===== config.mk =====
export PLATFORM = sky130hd
export DESIGN_NAME = max_pool_2x2
export DESIGN_NICKNAME = d
export VERILOG_FILES = /design/src/rtl/max_pool_2x2.sv
export SDC_FILE = /design/constraint.sdc
export NUM_CORES = 1
export LEC_CHECK = 0
export ABC_AREA = 1
export CORE_MARGIN = 10
export CORE_UTILIZATION = 45
export CTS_CLUSTER_DIAMETER = 100
export DETAILED_ROUTE_END_ITERATION = 8
export PLACE_DENSITY = 0.72
export SLEW_MARGIN = 10
export SYNTH_ARGS = -nofsm -noshare
export SYNTH_HDL_FRONTEND = slang
export SYNTH_SLANG_ARGS = --single-unit
export TNS_END_PERCENT = 1

===== constraint.sdc =====
create_clock -name clk -period 4.5 [get_ports clk]
set_clock_uncertainty 0.05 [all_clocks]
set_input_delay 1.125 -clock clk [delete_from_list [all_inputs] [get_ports clk]]
set_output_delay 1.125 -clock clk [all_outputs]
set_load 0.05 [all_outputs]

===== src/rtl/max_pool_2x2.sv =====
// 2x2 stride-2 max pooling over a raster-order stream of non-negative FP32 pixels.
// Horizontal pairs are reduced in a hold register, and vertical pairs through a half-width line buffer.
module max_pool_2x2 #(
    parameter int input_x = 4,
    parameter int input_y = input_x
) (
    input  logic        clk,
    input  logic        rst,
    input  logic        input_valid,
    input  logic [31:0] data_in,
    input  logic        i_sof,
    output logic        output_valid,
    output logic [31:0] data_out,
    output logic        o_sof,
    output logic        o_eof
);

    localparam int Half = input_x / 2;
    localparam int ColW = (input_x > 1) ? $clog2(input_x) : 1;
    localparam int RowW = (input_y > 1) ? $clog2(input_y) : 1;
    localparam int IdxW = (Half > 1) ? $clog2(Half) : 1;
    localparam logic [ColW-1:0] ColLast = ColW'(input_x - 1);
    localparam logic [RowW-1:0] RowLast = RowW'(input_y - 1);

    if ((input_x % 2) != 0 || (input_y % 2) != 0 || input_x < 2 || input_y < 2) begin : g_bad_dims
        $error("max_pool_2x2: input_x and input_y must be even and >= 2");
    end

    logic [ColW-1:0] r_col;
    logic [RowW-1:0] r_row;
    logic [31:0]     r_hold;
    logic [31:0]     r_line_buf [Half];

    logic [ColW-1:0] w_col;
    logic [ColW-1:0] w_col_next;
    logic [RowW-1:0] w_row;
    logic [RowW-1:0] w_row_next;
    logic [IdxW-1:0] w_idx;
    logic [31:0]     w_pix;
    logic [31:0]     w_hmax;
    logic [31:0]     w_lb_rd;
    logic [31:0]     w_vmax;
    logic            w_col_odd;
    logic            w_row_odd;
    logic            w_col_last;
    logic            w_row_last;
    logic            w_first_out;

    always_comb begin
        // i_sof forces this pixel to (0,0) and abandons any partial frame
        w_col      = i_sof ? '0 : r_col;
        w_row      = i_sof ? '0 : r_row;
        w_col_odd  = w_col[0];
        w_row_odd  = w_row[0];
        w_col_last = (w_col == ColLast);
        w_row_last = (w_row == RowLast);
        w_col_next = w_col_last ? '0 : w_col + 1'b1;
        w_row_next = w_row;
        if (w_col_last) begin
            w_row_next = w_row_last ? '0 : w_row + 1'b1;
        end
        w_first_out = (w_row == RowW'(1)) && (w_col == ColW'(1));

        // Negative inputs count as +0; magnitude compare, earlier pixel wins ties
        w_pix   = data_in[31] ? 32'h0000_0000 : data_in;
        w_hmax  = (w_pix[30:0] > r_hold[30:0]) ? w_pix : r_hold;
        w_idx   = IdxW'(w_col >> 1);
        w_lb_rd = r_line_buf[w_idx];
        w_vmax  = (w_hmax[30:0] > w_lb_rd[30:0]) ? w_hmax : w_lb_rd;
    end

    always_ff @(posedge clk or negedge rst) begin
        if (!rst) begin
            r_col        <= '0;
            r_row        <= '0;
            r_hold       <= 32'h0000_0000;
            output_valid <= 1'b0;
            data_out     <= 32'h0000_0000;
            o_sof        <= 1'b0;
            o_eof        <= 1'b0;
        end else begin
            output_valid <= 1'b0;
            o_sof        <= 1'b0;
            o_eof        <= 1'b0;
            if (input_valid) begin
                r_col <= w_col_next;
                r_row <= w_row_next;
                if (!w_col_odd) begin
                    r_hold <= w_pix;
                end else if (w_row_odd) begin
                    data_out     <= w_vmax;
                    output_valid <= 1'b1;
                    o_sof        <= w_first_out;
                    o_eof        <= w_row_last && w_col_last;
                end
            end
        end
    end

    // Every entry is written on an even row before the odd row reads it
    always_ff @(posedge clk) begin
        if (input_valid && w_col_odd && !w_row_odd) begin
            r_line_buf[w_idx] <= w_hmax;
        end
    end

endmodule


==> flow_metrics.env <==
export IMPL_cts_tree="yes"
export IMPL_status="finished with violations"
export IMPL_fin_crit_sh_pct=104
export IMPL_drt_pass1_iter_count=7
export IMPL_clk_latency_ps=440
export IMPL_grt_usage_pct=19.8
export IMPL_critPathCaptureType="flop"
export IMPL_synth_most_common_cell="nand2_1"
export IMPL_dp_hpwl_mm=14.4
export IMPL_switching_share_pct=38.5
export IMPL_drc_errors=0
export IMPL_clkPwrFrac_pct=25.5
export IMPL_wl_per_cell_um=20.2
export IMPL_maxCapViolCount=0
export IMPL_grt_pass1_vias=6822
export IMPL_initial_core_util_pct=46.2
export IMPL_crit_type="in -> reg"
export IMPL_grt_overflow_total=0
export IMPL_async_reset_ff_share_pct=52.7
export IMPL_layout_setup_ws_ps=-202
export IMPL_area_growth_pct=55.5
export IMPL_required_ps=4820
export IMPL_nNetsFinal=1171
export IMPL_p_int_mw=3.22
export IMPL_cts_sinks=131
export IMPL_design_area_mm2=0.0115
export IMPL_ys_ff_latch=131
export IMPL_via_count=7363
export IMPL_yosys_warnings=0
export IMPL_synth_area_top_cells="edfxtp_1 (25%), dfrtp_1 (23%), nand2_1 (14%)"
export IMPL_portBuffers=69
export IMPL_startpoint_type="input pin"
export IMPL_grt_start_max_net_pins=70
export IMPL_drtAntennaViolNets=0
export IMPL_cts_buffers=17
export IMPL_antenna_cells=0
export IMPL_synth_common_cells="nand2_1 (281), inv_1 (87), nand3_1 (74), dfrtp_1 (69), edfxtp_1 (62)"
export IMPL_ys_types=33
export IMPL_syn_inst=862
export IMPL_arrival_ps=5020
export IMPL_power_total_mw=5.24
export IMPL_drive_above_1_share_pct=36.0
export IMPL_cts_root_buf="clkbuf_16"
export IMPL_cts_buffer_depth=2
export IMPL_core_area_mm2=0.0159
export IMPL_pin_count=71
export IMPL_synth_nets=955
export IMPL_seq_power_share_pct=30.2
export IMPL_syn_area_per_cell_um2=8.55
export IMPL_gp_congestion=0.847
export IMPL_placed_area_mm2=0.00928
export IMPL_seq_area_frac_synth_pct=48.7
export IMPL_tightest_slew_ps=960
export IMPL_die_height_um=148
export IMPL_grt_first_pass_wirelength_mm=34.8
export IMPL_rsz0062_at_grt="true"
export IMPL_power_leakage_nw=5.47
export IMPL_hold_viol=0
export IMPL_p_per_area_mw_per_mm2=457
export IMPL_synth_top_area_share_pct=25.3
export IMPL_fillers=1018
export IMPL_first_iter_violations=733
export IMPL_finalSetupViolCount=31
export IMPL_layout_min_cycle_time_ps=4700
export IMPL_synth_area_mm2=0.00737
export IMPL_power_switching_mw=2.02
export IMPL_slew_headroom_pct=36.0
export IMPL_synth_largest_area_cell="edfxtp_1"
export IMPL_vias_per_cell=5.64
export IMPL_clk_pin_slew_ps=70
export IMPL_synth_edf_count=62
export IMPL_min_delay_path_class="reg -> reg"
export IMPL_vdd_drop_max_v=0.000368
export IMPL_p_comb_share_pct=44.3
export IMPL_synth_flop_cell="dfrtp_1"
export IMPL_critPathMaxFanout=7
export IMPL_dieArea_mm2=0.0219
export IMPL_wirelength_mm=26.3
export IMPL_rows=46
export IMPL_slew_viol_final=0
export IMPL_htreeDepth=4
export IMPL_fin_setup_tns_ps=-3690
export IMPL_r2r_setup_slack_ps=420
export IMPL_antenna_found_initial=0
export IMPL_clock_fmax_mhz=213
export IMPL_die_x_um=148
export IMPL_violations="setup timing"
==> routing by layer <==
metal | global-route usage, % | wire length, µm | up-vias
li1 | - | - | 3302
met1 | 26.0 | 10200 | 3524
met2 | 31.5 | 12600 | 434
met3 | 4.46 | 2260 | 103
met4 | 6.99 | 1220 | 0
met5 | 0 | 0 | -
==> sequential cells by signal (all words and copies together) (netlist names) <==
signal,flops
data_out,31
o_eof,1
o_sof,1
output_valid,1
r_col,2
r_hold,31
r_line_buf,62
r_row,2
==> power groups by stage <==
stage	clock [mW]	sequential, mW	combinational [mW]
3_3_place_gp	0	1.58	1.73
2_1_floorplan	0	1.98	0.643
6_report	1.34	1.59	2.32
5_1_grt	1.39	1.60	2.45
4_1_cts	1.33	1.57	1.93
3_5_place_dp	0	1.59	1.76
==> final timing paths <==
path / from / end / depth (start not counted)
max: data_in[22] / data_out[9] / 27
min: data_out[12] / data_out[12] / 2
max reg2reg: r_hold[30] / data_out[9] / 26
min reg2reg: data_out[12] / data_out[12] / 2
max in group asynchronous: rst / data_out[17] / 1
min in group asynchronous: rst / r_hold[28] / 1
==> what timing repair did <==
action	CTS	global route
endpoints found under the setup margin	31	31
hold buffers	0	0
buffers inserted	12	10
gates resized for setup	72	214
gates cloned	6	5
pin swaps	20	102
==> layout by cell type, fill, tap and decap left out, drive strengths merged, types with 2 or more instances in the layout <==
cell type	n
a21oi	59
buf	159
bufinv	2
clkbuf	28
edfxtp	62
nand3	75
ha	57
o21ai	47
nand4	4
dfrtp	69
dlymetal6s2s	18
nor2	31
nand2	284
clkinv	4
nor3	5
a21boi	3
mux2i	30
a31oi	2
inv	89
o211ai	2
clkdlybuf4s50	49
nor4	3
==> area by class of cell <==
cell class	count	area, µm²	area share (%)
Inverter	89	344	3.00
Clock buffer	24	462	4.03
Tap cell	216	270	2.36
Sequential cell	131	3590	31.3
Multi-Input combinational cell	608	4400	38.4
Clock inverter	7	86.3	0.753
Timing Repair Buffer	231	2310	20.2
==> critical path: stages <==
cell,delay [ps]
clkdlybuf4s50_1,450
nand2_1,60
inv_2,70
ha_4,200
nand2_2,80
nor2_1,50
a211oi_2,210
nand2_1,100
a21oi_2,240
nand2_4,150
clkbuf_16,210
buf_4,160
nand3_2,80
nand2_1,130
ha_4,310
nand2_2,80
nor2_1,130
nand2_1,90
o21ai_2,140
nand3_1,110
nand2_2,100
nand2_4,80
buf_8,150
buf_12,130
a21oi_1,210
nand2_1,90
nand2_1,90
==> per-stage QoR <==
step	setup slack, ps	hold WS, ps	util [%]	cells
global route	-293	448	71.9	1306
global placement	-839	412	58.2	1243
detailed placement	-880	415	58.2	1243
floorplan	40.6	403	-	862
finish	-202	424	71.9	1306
CTS	1.74	430	64.8	1292
==> logic make-up after synthesis <==
family | count (synthesis) | share of synthesized area [%]
AOI/OAI and AO/OA | 114 | 7.98
xor gates and xnor gates | 1 | 0.119
adders and majority gates | 57 | 9.67
buffers and inverters | 123 | 6.81
DFF | 131 | 48.7
muxes | 30 | 4.07
other | 1 | 0.0509
and+or+nand+nor | 405 | 22.6
No activity file was read; power rests on OpenSTA's default activity.
